**src/rtl/wb_pkg.sv**
```systemverilog
// Shared types and widths for the Wishbone master bridge and related bus masters.
package wb_pkg;

  localparam int WB_DATA_W = 32;
  localparam int WB_SEL_W  = 4;

  typedef enum logic [0:0] {
    BUS_IDLE   = 1'b0,
    BUS_ACTIVE = 1'b1
  } wb_state_e;

  typedef struct packed {
    logic                 we;
    logic [WB_SEL_W-1:0]  sel;
    logic [31:0]          addr;
    logic [WB_DATA_W-1:0] wdata;
  } wb_req_t;

endpackage

```
**src/rtl/wb_timeout_counter.sv**
```systemverilog
// Cycle counter for bus no-response timeouts; expired flags the last allowed cycle.
module wb_timeout_counter #(
  parameter int CounterWidth = 8
) (
  input  logic                    clk,
  input  logic                    reset_n,
  input  logic                    clear,
  input  logic                    enable,
  input  logic [CounterWidth-1:0] limit,
  output logic                    expired
);

  logic [CounterWidth-1:0] cnt_q;
  logic [CounterWidth-1:0] cnt_d;

  // A zero limit never expires, so the counter simply wraps.
  assign expired = (limit != '0) && (cnt_q == (limit - CounterWidth'(1)));

  always_comb begin
    cnt_d = cnt_q;
    if (clear) begin
      cnt_d = '0;
    end else if (enable) begin
      cnt_d = cnt_q + CounterWidth'(1);
    end
  end

  always_ff @(posedge clk or negedge reset_n) begin
    if (!reset_n) begin
      cnt_q <= '0;
    end else begin
      cnt_q <= cnt_d;
    end
  end

endmodule

```
**src/rtl/wb_master_bridge.sv**
```systemverilog
// Turns valid/ready core requests into single Wishbone classic transfers with a
// one-cycle response pulse, an error path and a no-response timeout.
module wb_master_bridge
  import wb_pkg::*;
#(
  parameter int TimeoutCycles = 255,
  parameter int CounterWidth  = 8
) (
  input  logic                 clk,
  input  logic                 reset_n,
  input  logic                 req_valid,
  output logic                 req_ready,
  input  logic                 req_we,
  input  logic [31:0]          req_addr,
  input  logic [WB_DATA_W-1:0] req_wdata,
  input  logic [WB_SEL_W-1:0]  req_be,
  output logic                 resp_valid,
  output logic [WB_DATA_W-1:0] resp_rdata,
  output logic                 resp_err,
  output logic                 wb_cyc,
  output logic                 wb_stb,
  output logic                 wb_we,
  output logic [WB_SEL_W-1:0]  wb_sel,
  output logic [31:0]          wb_addr,
  output logic [WB_DATA_W-1:0] wb_wdata,
  input  logic                 wb_ack,
  input  logic                 wb_err,
  input  logic [WB_DATA_W-1:0] wb_rdata
);

  localparam logic [CounterWidth-1:0] Limit = CounterWidth'(TimeoutCycles);

  wb_state_e            state_q, state_d;
  wb_req_t              req_q, req_d;
  logic                 cyc_q, cyc_d;
  logic                 resp_valid_q, resp_valid_d;
  logic                 resp_err_q, resp_err_d;
  logic [WB_DATA_W-1:0] resp_rdata_q, resp_rdata_d;

  logic accept;
  logic active;
  logic term_err;
  logic term_ack;
  logic expired;
  logic timeout;

  assign req_ready = (state_q == BUS_IDLE);
  assign accept    = req_valid && req_ready;

  // Termination is only meaningful while a cycle is actually on the bus.
  assign active   = (state_q == BUS_ACTIVE) && cyc_q;
  assign term_err = active && wb_err;
  assign term_ack = active && wb_ack && !wb_err;
  assign timeout  = active && !wb_ack && !wb_err && expired;

  wb_timeout_counter #(
    .CounterWidth(CounterWidth)
  ) u_timeout (
    .clk     (clk),
    .reset_n (reset_n),
    .clear   (accept),
    .enable  (active && !wb_ack && !wb_err),
    .limit   (Limit),
    .expired (expired)
  );

  always_comb begin
    state_d      = state_q;
    req_d        = req_q;
    cyc_d        = cyc_q;
    resp_valid_d = 1'b0;
    resp_err_d   = 1'b0;
    resp_rdata_d = '0;
    case (state_q)
      BUS_IDLE: begin
        if (req_valid) begin
          req_d.we    = req_we;
          req_d.sel   = req_be;
          req_d.addr  = req_addr;
          req_d.wdata = req_wdata;
          cyc_d       = 1'b1;
          state_d     = BUS_ACTIVE;
        end
      end
      BUS_ACTIVE: begin
        if (term_err || term_ack || timeout) begin
          // Clearing the request keeps stale addresses off the decoders.
          req_d        = '0;
          cyc_d        = 1'b0;
          state_d      = BUS_IDLE;
          resp_valid_d = 1'b1;
          resp_err_d   = term_err || timeout;
          resp_rdata_d = (term_ack && !req_q.we) ? wb_rdata : '0;
        end
      end
      default: begin
        state_d = BUS_IDLE;
        cyc_d   = 1'b0;
        req_d   = '0;
      end
    endcase
  end

  always_ff @(posedge clk or negedge reset_n) begin
    if (!reset_n) begin
      state_q      <= BUS_IDLE;
      req_q        <= '0;
      cyc_q        <= 1'b0;
      resp_valid_q <= 1'b0;
      resp_err_q   <= 1'b0;
      resp_rdata_q <= '0;
    end else begin
      state_q      <= state_d;
      req_q        <= req_d;
      cyc_q        <= cyc_d;
      resp_valid_q <= resp_valid_d;
      resp_err_q   <= resp_err_d;
      resp_rdata_q <= resp_rdata_d;
    end
  end

  assign wb_cyc     = cyc_q;
  assign wb_stb     = cyc_q;
  assign wb_we      = req_q.we;
  assign wb_sel     = req_q.sel;
  assign wb_addr    = req_q.addr;
  assign wb_wdata   = req_q.wdata;
  assign resp_valid = resp_valid_q;
  assign resp_err   = resp_err_q;
  assign resp_rdata = resp_rdata_q;

endmodule

```
**config.mk**
```make
export PLATFORM = sky130hd
export DESIGN_NAME = wb_master_bridge
export DESIGN_NICKNAME = d
export VERILOG_FILES = /design/src/rtl/wb_pkg.sv /design/src/rtl/wb_timeout_counter.sv /design/src/rtl/wb_master_bridge.sv
export SDC_FILE = /design/constraint.sdc
export NUM_CORES = 1
export LEC_CHECK = 0
export CORE_ASPECT_RATIO = 0.75
export CORE_MARGIN = 10
export CORE_UTILIZATION = 38
export DETAILED_ROUTE_END_ITERATION = 6
export GPL_TIMING_DRIVEN = 1
export PLACE_DENSITY = 0.84
export SKIP_CTS_REPAIR_TIMING = 1
export SYNTH_ARGS = -nofsm -noshare
export SYNTH_HDL_FRONTEND = slang
export SYNTH_SLANG_ARGS = --single-unit
```
**constraint.sdc**
```tcl
create_clock -name clk -period 1.45 [get_ports clk]
set_input_delay 0.29 -clock clk [delete_from_list [all_inputs] [get_ports clk]]
set_output_delay 0.29 -clock clk [all_outputs]
set_load 0.05 [all_outputs]
```
==> flow_summary.json <==
{
  "dr.max_layer_used": "met4",
  "violations": "setup timing",
  "p_clk_share_pct": 21.7,
  "ios": 212,
  "reg2reg_from": "u_timeout.cnt_q[1]$_DFFE_PN0P_",
  "slowest_delay_ps": 400,
  "slew_headroom_pct": 78.8,
  "cp_num_buf_inv": 2,
  "die_x_um": 149,
  "seqPwrFrac_pct": 25.6,
  "postSynthRegisterBits": 113,
  "wl_met1_um": 6140,
  "drive_above_1_share_pct": 34.0,
  "nFillCells": 720,
  "yosysTopAreaCell": "dfrtp_1",
  "grt_overflow": 0,
  "clock-sinks": 113,
  "synth_top_family_by_area": "simple AND/OR/NAND/NOR gates",
  "synth_top_area_share_pct": 59.3,
  "post-route-period-util_pct": 107,
  "fp.coreArea_um2": 12300,
  "yosysSeqAreaShare_pct": 59.3,
  "io_buffers": 211,
  "antenna_found_initial": 0,
  "worst_setup_path_end_kind": "register",
  "dr_wl_met3_um": 1920,
  "p_switching_mw": 8.42,
  "setup_viol": 73,
  "status": "complete, but fails checks",
  "fin_hold_ws_ps": 323,
  "worst_pin_slew_ps": 314,
  "grt_max_degree": 59,
  "arrival_ps": 1830,
  "grt_pass1_wl_um": 24400,
  "synth_xor_area_share_pct": 0,
  "synthToLayoutAreaGrowth_pct": 89.7,
  "netlist_area_um2": 4770,
  "synth-simple-area-share_pct": 17.0,
  "antenna_cells": 0,
  "groute.usage.overall_pct": 18.1,
  "clk_path_buf_depth": 2,
  "drt_first_pass_iters": 4,
  "ys_types": 34,
  "die_y_um": 117,
  "netlist_top_cells_count": "dfrtp_1 (113), mux2i_1 (70), nor3_1 (54)",
  "core.rowCount": 35,
  "startpoint_type": "register",
  "synth_area_leaders": "dfrtp_1 (59%), mux2i_1 (15%), nor3_1 (5.7%)",
  "drt-initial-drc-count": 207,
  "worst_ep_required_time_ps": 1730,
  "cts_inserted_buffers": 17,
  "slowest_stage": "dfrtp_1",
  "drc": 0,
  "fin_crit_ps": 1550,
  "routabilityCongestion": 0.768,
  "nNetsFinal": 704,
  "syn_area_per_cell_um2": 13.2,
  "multi_input_area_um2": 1720,
  "syn_inst": 360,
  "place_area_um2": 8160,
  "cap_viol_max_count": 0,
  "clockRootBuffer": "clkbuf_16",
  "internal_power_mw": 12.7,
  "wl_um": 16200,
  "cp_top_family": "simple AND/OR/NAND/NOR gates",
  "hp-class": "input pin to asynchronous set/reset pin",
  "via_per_inst": 4.93,
  "insertion_delay_ps": 400,
  "syn_nets": 468,
  "cellLeakagePower_nw": 4.46,
  "synth.most_common_cell": "dfrtp_1",
  "setup_slack_ps": -99.7,
  "async_flop_share_pct": 100,
  "drv_slew": 0,
  "fin_total_pwr_mw": 21.1,
  "pwr_density_cell_nw_per_um2": 2330,
  "wl_met2_um": 7930,
  "vdd_drop_max_v": 0.00119,
  "ys.flop_type": "dfrtp_1",
  "tns_ps": -4670,
  "wl_per_cell_um": 20.9,
  "synth_edf_count": 0,
  "sw_frac_of_total_pct": 39.9,
  "synth_compound_area_share_pct": 2.26,
  "htreeDepth": 4,
  "crit_chain": "ha_2 -> nand4_1 -> nor3_4 -> buf_4 -> clkbuf_16 -> nor3_1",
  "cp_max_fo": 11,
  "die_area_um2": 17500,
  "synthAdderAreaFrac_pct": 0.525,
  "grt_pass1_vias": 4342,
  "cts_tree": "built",
  "clk_pin_slew_ps": 60,
  "crit_type": "register to register",
  "clock_skew_ps": 7.23,
  "dpl.hpwl_um": 11600,
  "register_area_um2": 2830,
  "initial_utilization_pct": 38.9,
  "rsz0062_at_grt": "true",
  "crit_start": "u_timeout.cnt_q[1]$_DFFE_PN0P_",
  "ys_warn_count": 0,
  "dp_slack_ps": -362,
  "fin_area_um2": 9040,
  "final_hold_viol_count": 0,
  "via_count": 3823,
  "p_comb_share_pct": 52.7,
  "postRouteAntennaNets": 0,
  "timing.fmax_mhz": 645,
  "synth_mux_area_share_pct": 14.7
}
-- layout by cell type, fill, tap and decap left out, types with 2 or more instances in the layout --
cell	Yosys	final
buf_6	7	3
and2_4	0	2
nor2_1	2	2
mux2i_1	70	70
clkinvlp_4	0	2
clkbuf_16	0	19
clkinv_4	0	2
a21oi_1	3	2
inv_1	5	3
buf_12	6	116
o41ai_1	3	3
dfrtp_2	0	2
inv_6	0	2
bufinv_16	0	5
clkbuf_1	9	2
and2_1	32	30
nand2_1	3	3
clkdlybuf4s50_1	0	104
dfrtp_1	113	111
nor3_1	54	51
nor3_2	16	19
nor2b_1	2	2
o21ai_0	3	3
nand3_1	4	4
buf_4	3	19
-- cell type report --
class	count	share of cell area [%]
Inverter	5	0.235
Sequential cell	113	31.3
Clock inverter	12	2.27
Timing Repair Buffer	246	40.0
Clock buffer	20	4.94
Multi-Input combinational cell	213	19.0
Tap cell	166	2.30
-- final timing paths --
path	cells after the start	slack, ps	to
setup / recovery	6	-100	wb_we$_DFFE_PN0P_
max in group asynchronous	3	550	wb_cyc$_DFFE_PN0P_
hold / removal	2	320	wb_wdata[21]$_DFFE_PN0P_
setup reg to reg	6	-100	wb_we$_DFFE_PN0P_
hold reg to reg	2	550	u_timeout.cnt_q[7]$_DFFE_PN0P_
min in group clk	2	440	resp_rdata[18]$_DFF_PN0_
-- worst reg2reg max path: stages, from the launching register on --
cell       delay, ps
dfrtp_1          400
ha_2             210
nand4_1          160
nor3_4           230
buf_4            180
clkbuf_16        180
nor3_1            70
-- routing by layer --
| metal | up-vias | track usage (%) |
|---|---|---|
| li1 | 1736 | - |
| met1 | 1886 | 19.4 |
| met2 | 184 | 29.5 |
| met3 | 17 | 11.1 |
| met4 | 0 | 4.89 |
| met5 | - | 0 |
-- power by group through the flow --
stage,clock [mW],sequential (mW),combinational [mW]
floorplan,0,8.34,2.09
global placement,0,5.36,10.7
detailed placement,0,5.47,11.0
CTS,4.66,5.43,11.0
global route,4.82,5.55,11.6
finish,4.57,5.41,11.1
-- kinds of logic after synthesis --
logic type	Yosys count
and+or+nand+nor	126
adders and majority gates	2
AOI/OAI and AO/OA	15
buffers and inverters	34
muxes	70
DFF	113
-- state kept, by name, summed over array words and instances (netlist names) --
| signal | flops |
|---|---|
| u_timeout.cnt_q | 8 |
| state_q | 1 |
| resp_rdata | 32 |
| wb_we | 1 |
| wb_sel | 4 |
| wb_addr | 32 |
| wb_cyc | 1 |
| resp_valid | 1 |
| resp_err | 1 |
| wb_wdata | 32 |
-- per-stage QoR --
step	cells	util (%)
floorplan	360	-
global route	775	73.8
detailed placement	729	66.5
finish	775	73.8
CTS	761	71.9
global placement	729	66.5
(Power assumes the default switching activity.)
